$ cat src/rtl/frogger_game_seq.sv
// rtl/frogger_game_seq.sv - Frogger round lifecycle sequencer: lives, score, death/goal pauses, respawn.
// Optional round timer is built when FROGGER_ROUND_TIMER_EN is defined.
module frogger_game_seq #(
  parameter int unsigned c_LIVES         = 3,
  parameter int unsigned c_DEATH_CYCLES  = 25000000,
  parameter int unsigned c_GOAL_CYCLES   = 12500000,
  parameter int unsigned c_SECOND_CYCLES = 25000000,
  parameter int unsigned c_ROUND_SECONDS = 30,
  parameter int unsigned c_SCORE_MAX     = 99,
  parameter int unsigned c_BLINK_BIT     = 22
) (
  input  logic       i_Clk,
  input  logic       i_Rst_L,
  input  logic       i_Start,
  input  logic       i_Collided,
  input  logic       i_In_Water,
  input  logic       i_Goal,
  output logic [2:0] o_State,
  output logic       o_Move_En,
  output logic       o_Respawn,
  output logic [1:0] o_Lives,
  output logic [6:0] o_Score,
  output logic [5:0] o_Time_Left,
  output logic       o_Blink,
  output logic       o_Game_Over
);

  typedef enum logic [2:0] {
    S_IDLE  = 3'd0,
    S_PLAY  = 3'd1,
    S_DEATH = 3'd2,
    S_GOAL  = 3'd3,
    S_OVER  = 3'd4
  } state_t;

  localparam logic [1:0]  LP_LIVES      = 2'(c_LIVES);
  localparam logic [6:0]  LP_SCORE_MAX  = 7'(c_SCORE_MAX);
  localparam logic [24:0] LP_DEATH_LAST = 25'(c_DEATH_CYCLES - 1);
  localparam logic [24:0] LP_GOAL_LAST  = 25'(c_GOAL_CYCLES - 1);

  state_t      state_q;
  logic        move_en_q;
  logic        respawn_q;
  logic [1:0]  lives_q;
  logic [6:0]  score_q;
  logic [5:0]  time_left_q;
  logic        blink_q;
  logic        game_over_q;
  logic [24:0] pause_cnt_q;
  logic [24:0] pause_cnt_d;
  logic        start_prev_q;
  logic        start_edge_q;
  logic        sec_wrap;
  logic        timer_expired;
  logic        death_evt;

`ifdef FROGGER_ROUND_TIMER_EN
  localparam logic [5:0]  LP_ROUND    = 6'(c_ROUND_SECONDS);
  localparam logic [24:0] LP_SEC_LAST = 25'(c_SECOND_CYCLES - 1);

  logic [24:0] sec_cnt_q;

  // Held at zero outside PLAY, so every entry to PLAY starts a fresh second.
  always_ff @(posedge i_Clk or negedge i_Rst_L) begin
    if (!i_Rst_L) begin
      sec_cnt_q <= '0;
    end else if (state_q != S_PLAY || sec_wrap) begin
      sec_cnt_q <= '0;
    end else begin
      sec_cnt_q <= sec_cnt_q + 25'd1;
    end
  end

  assign sec_wrap      = (state_q == S_PLAY) && (sec_cnt_q == LP_SEC_LAST);
  assign timer_expired = (state_q == S_PLAY) && (time_left_q == 6'd0);
`else
  localparam logic [5:0]  LP_ROUND    = 6'd0;

  assign sec_wrap      = 1'b0;
  assign timer_expired = 1'b0;
`endif

  always_comb begin
    pause_cnt_d = pause_cnt_q + 25'd1;
    death_evt   = i_Collided | i_In_Water | timer_expired;
  end

  always_ff @(posedge i_Clk or negedge i_Rst_L) begin
    if (!i_Rst_L) begin
      state_q      <= S_IDLE;
      move_en_q    <= 1'b0;
      respawn_q    <= 1'b0;
      lives_q      <= 2'd0;
      score_q      <= 7'd0;
      time_left_q  <= 6'd0;
      blink_q      <= 1'b0;
      game_over_q  <= 1'b0;
      pause_cnt_q  <= '0;
      start_prev_q <= 1'b0;
      start_edge_q <= 1'b0;
    end else begin
      start_prev_q <= i_Start;
      start_edge_q <= i_Start & ~start_prev_q;
      respawn_q    <= 1'b0;
      blink_q      <= 1'b0;
      case (state_q)
        S_IDLE, S_OVER: begin
          if (start_edge_q) begin
            lives_q     <= LP_LIVES;
            score_q     <= 7'd0;
            time_left_q <= LP_ROUND;
            respawn_q   <= 1'b1;
            move_en_q   <= 1'b1;
            game_over_q <= 1'b0;
            state_q     <= S_PLAY;
          end
        end
        S_PLAY: begin
          // Death outranks a simultaneous goal; the score is then left alone.
          if (death_evt) begin
            if (lives_q != 2'd0) lives_q <= lives_q - 2'd1;
            pause_cnt_q <= '0;
            move_en_q   <= 1'b0;
            state_q     <= S_DEATH;
          end else if (i_Goal) begin
            if (score_q < LP_SCORE_MAX) score_q <= score_q + 7'd1;
            pause_cnt_q <= '0;
            move_en_q   <= 1'b0;
            state_q     <= S_GOAL;
          end else if (sec_wrap && time_left_q != 6'd0) begin
            time_left_q <= time_left_q - 6'd1;
          end
        end
        S_DEATH: begin
          if (pause_cnt_q == LP_DEATH_LAST) begin
            if (lives_q == 2'd0) begin
              game_over_q <= 1'b1;
              state_q     <= S_OVER;
            end else begin
              time_left_q <= LP_ROUND;
              respawn_q   <= 1'b1;
              move_en_q   <= 1'b1;
              state_q     <= S_PLAY;
            end
          end else begin
            pause_cnt_q <= pause_cnt_d;
            blink_q     <= pause_cnt_d[c_BLINK_BIT];
          end
        end
        S_GOAL: begin
          if (pause_cnt_q == LP_GOAL_LAST) begin
            time_left_q <= LP_ROUND;
            respawn_q   <= 1'b1;
            move_en_q   <= 1'b1;
            state_q     <= S_PLAY;
          end else begin
            pause_cnt_q <= pause_cnt_d;
          end
        end
        default: begin
          move_en_q   <= 1'b0;
          game_over_q <= 1'b0;
          state_q     <= S_IDLE;
        end
      endcase
    end
  end

  assign o_State     = state_q;
  assign o_Move_En   = move_en_q;
  assign o_Respawn   = respawn_q;
  assign o_Lives     = lives_q;
  assign o_Score     = score_q;
  assign o_Time_Left = time_left_q;
  assign o_Blink     = blink_q;
  assign o_Game_Over = game_over_q;

endmodule

$ cat config.mk
export PLATFORM = sky130hd
export DESIGN_NAME = frogger_game_seq
export DESIGN_NICKNAME = d
export VERILOG_FILES = /design/src/rtl/frogger_game_seq.sv
export SDC_FILE = /design/constraint.sdc
export NUM_CORES = 1
export LEC_CHECK = 0
export ABC_AREA = 1
export BUFFER_PORTS_ARGS = -buffer_cell sky130_fd_sc_hd__clkbuf_2
export CAP_MARGIN = 5
export CORE_ASPECT_RATIO = 0.7
export CORE_MARGIN = 2
export CORE_UTILIZATION = 43
export CTS_BUF_LIST = sky130_fd_sc_hd__clkbuf_4 sky130_fd_sc_hd__clkbuf_8
export DETAILED_ROUTE_END_ITERATION = 7
export PLACE_DENSITY = 0.57
export SLEW_MARGIN = 15
export SYNTH_ARGS = -nofsm -noshare
export SYNTH_HDL_FRONTEND = slang
export SYNTH_SLANG_ARGS = --single-unit
$ cat constraint.sdc
create_clock -name i_Clk -period 3.1 [get_ports i_Clk]
set_clock_uncertainty 0.15 [all_clocks]
set_input_delay 0.155 -clock i_Clk [delete_from_list [all_inputs] [get_ports i_Clk]]
set_output_delay 0.155 -clock i_Clk [all_outputs]
set_load 0.05 [all_outputs]
==> out/qor.txt <==
======================================================================================
Synth Register Bits                                                                 43
Slew of the pin with the lowest slew margin                                   0.847 ns
Largest net degree at the start of global routing                                   35
Syn Area/Cell                                                                 6.99 µm²
Cell Pwr Density                                                            703 nW/µm²
TritonCTS clock tree                                                             built
Die span in y                                                                  69.8 µm
Fraction of registers with async set/reset                                        100%
Insertion delay to the later sink of the worst-skew pair                       0.29 ns
Final Hold Slack                                                              0.155 ns
Cells after synthesis                                                              381
Overall track demand over capacity in global routing                             20.0%
Post-cts repair resize count                                                         0
Share of post-route cells with drive strength above 1                            11.3%
Slew Limit Fails                                                                     0
Minimum clock period                                                           2.21 ns
Clk buf depth                                                                        2
Post-CTS repair timing setup buffer count                                            0
Run status                                                                finished clean
Critical path type                                                             reg2reg
Netlist area before placement                                                 2660 µm²
Max Clk Rate                                                                   453 MHz
Worst slack at placement                                                      0.924 ns
Placed wire-length estimate                                                    5.00 mm
Count of boundary I/O pins                                                          28
Via count                                                                         2465
Antenna violations before repair                                                     0
Number of global-route vias before repair                                         2208
Sum of routed wire length over all layers                                      6.49 mm
Placer congestion estimate                                                       0.928
Hold violation count in the final report                                             0
H-tree levels                                                                        2
Fraction of the yosys area taken by sequential cells                             40.4%
Antenna cell count                                                                   0
Die footprint                                                                 6850 µm²
Via density per instance                                                          5.10
Leakage power of the design                                                 0.00141 µW
Port bufs                                                                           21
Total congestion overflow after global routing                                       0
RSZ-0062 raised after global routing                                             false
Smallest setup slack after layout                                             0.895 ns
Finish-stage setup viols                                                             0
Number of iterations in the first detailed-routing pass                              5
Clock Sink Count                                                                    43
Number of DRC markers after the initial detailed-route iteration                   183
Initial standard-cell utilization of the core                                    45.6%
Worst vdd rail ir drop                                                          478 µV
Slew HR                                                                          43.5%
Final worst-path cycle share                                                     71.1%
WP data required                                                               3.11 ns
Count of flip-flops with a built-in enable after synthesis                           0
Post-route ant nets                                                                  0
Number of cell rows                                                                 23
Clock slew at the register clock pins of the worst setup and hold paths        0.08 ns
Max-capacitance violation count                                                      0
Worst min path class                                                            in2reg
First-pass GRT wire length                                                     11.1 mm
Warnings, synthesis                                                                  0
X dimension of the die                                                         98.1 µm
Most used flip-flop cell after synthesis                                       dfrtp_1
Endpoint kind of the worst setup timing path                                      flop
Maximum fanout count along the critical path                                        15
Final setup TNS                                                                   0 ns
Worst EP arrival                                                               2.22 ns
Final net count                                                                    416
Number of library cell types mapped by synthesis                                    33
Cell chosen for the clock root                                                clkbuf_8
Wire length per cell                                                           13.4 µm
Category of the worst setup path launch point                                     flop
Number of remaining DRC errors                                                       0
Area added between synthesis and finish                                          10.3%
Std-Cell Core Area                                                            5840 µm²
Number of buffers added by the clock tree synthesis step                             5
======================================================================================
registers in the layout, summed over array words and instances, names as in the netlist:
name	cells
o_Move_En	1
o_Game_Over	1
start_edge_q	1
o_Respawn	1
o_State	3
o_Blink	1
o_Lives	2
pause_cnt_q	25
start_prev_q	1
o_Score	7
cell type report:
cell class | count | area (µm²)
well taps | 75 | 93.8
fillers | 588 | 2900
repair buffers | 25 | 140
flip-flops and latches | 43 | 1080
multi-input cells | 295 | 1390
clock buffers | 8 | 104
inverters | 37 | 139
what timing repair did:
item,in CTS,in global routing
hold endpoints to repair,35,0
endpoints found under the setup margin,0,0
hold buffers,2,0
kinds of logic (layout without fill, tap and decap cells):
family / count (synthesis) / count (layout) / share of synthesized area (%)
AOI/OAI and AO/OA: 38 / 38 / 8.32
xor gates and xnor gates: 11 / 11 / 3.62
adders and majority gates: 3 / 3 / 1.41
buffers and inverters: 48 / 70 / 8.27
DFF: 43 / 43 / 40.4
other: 1 / 6 / 0.141
and+or+nand+nor: 237 / 237 / 37.8
synth_stat cells (all sizes together), types with 2 or more instances:
cell type / instances / area (µm²)
inv: 36 / 135
nand2: 122 / 465
or2: 3 / 18.8
nand4: 9 / 56.3
nand3b: 2 / 15.0
buf: 11 / 81.3
a21oi: 10 / 57.6
nor3: 4 / 20.0
ha: 3 / 37.5
nor2: 59 / 229
and2: 2 / 12.5
o21ai: 22 / 118
dfrtp: 43 / 1080
xnor2: 2 / 17.5
nand3: 36 / 190
xor2: 9 / 78.8
where the power goes:
part           total [µW]  internal (µW)  leakage, µW  switching (µW)
Sequential            771            660     0.000575             111
Combinational         896            220     0.000776             676
Clock                 398            212    0.0000549             185
critical path, cell delays in order, from the launching register on:
cell and delay (ns):
dfrtp_1 0.44, ha_1 0.31, nand3_2 0.16, clkinv_1 0.11, nand2_1 0.07, nor2_1 0.05, nand3_1 0.07, nand3_2 0.24
inv_2 0.34, o21ai_0 0.13
stage by stage:
step	std cells	total power, µW	instance area [µm²]	utilization [%]
finish	483	2060	2940	50.3
global route	483	2230	2940	50.3
CTS	483	2080	2940	50.3
detailed placement	473	1670	2810	48.2
global placement	473	1670	2810	48.2
floorplan	386	1470	2680	-
metal layers:
| metal | wire length [µm] | vias to the layer above | GRT usage (%) |
|---|---|---|---|
| li1 | - | 1256 | - |
| met1 | 3610 | 1138 | 33.7 |
| met2 | 2460 | 69 | 26.3 |
| met3 | 394 | 2 | 3.83 |
| met4 | 20 | 0 | 2.47 |
| met5 | 0 | - | 0 |
path summary, 6_finish.rpt:
path,from,end,slack (ns),cells past startpoint
setup / recovery,pause_cnt_q[0],pause_cnt_q[1],0.89,9
hold / removal,i_Collided,o_Score[0],0.15,4
setup reg to reg,pause_cnt_q[0],pause_cnt_q[1],0.89,9
hold reg to reg,start_prev_q,start_edge_q,0.25,1
max in group asynchronous,i_Rst_L,o_Score[5],1.79,3
min in group asynchronous,i_Rst_L,pause_cnt_q[10],0.35,2
cell usage in the layout, fill, tap and decap left out, drive strengths merged, types with 2 or more instances in the layout:
| master | instances |
|---|---|
| nand3b | 2 |
| and2 | 2 |
| or2 | 3 |
| nand4 | 9 |
| nor2 | 59 |
| ha | 3 |
| buf | 2 |
| xnor2 | 2 |
| inv | 36 |
| dlygate4sd3 | 2 |
| xor2 | 9 |
| conb | 6 |
| nor3 | 4 |
| a21oi | 10 |
| o21ai | 22 |
| dfrtp | 43 |
| nand2 | 122 |
| nand3 | 36 |
| clkbuf | 29 |
Power figures use the tool's default switching activity.
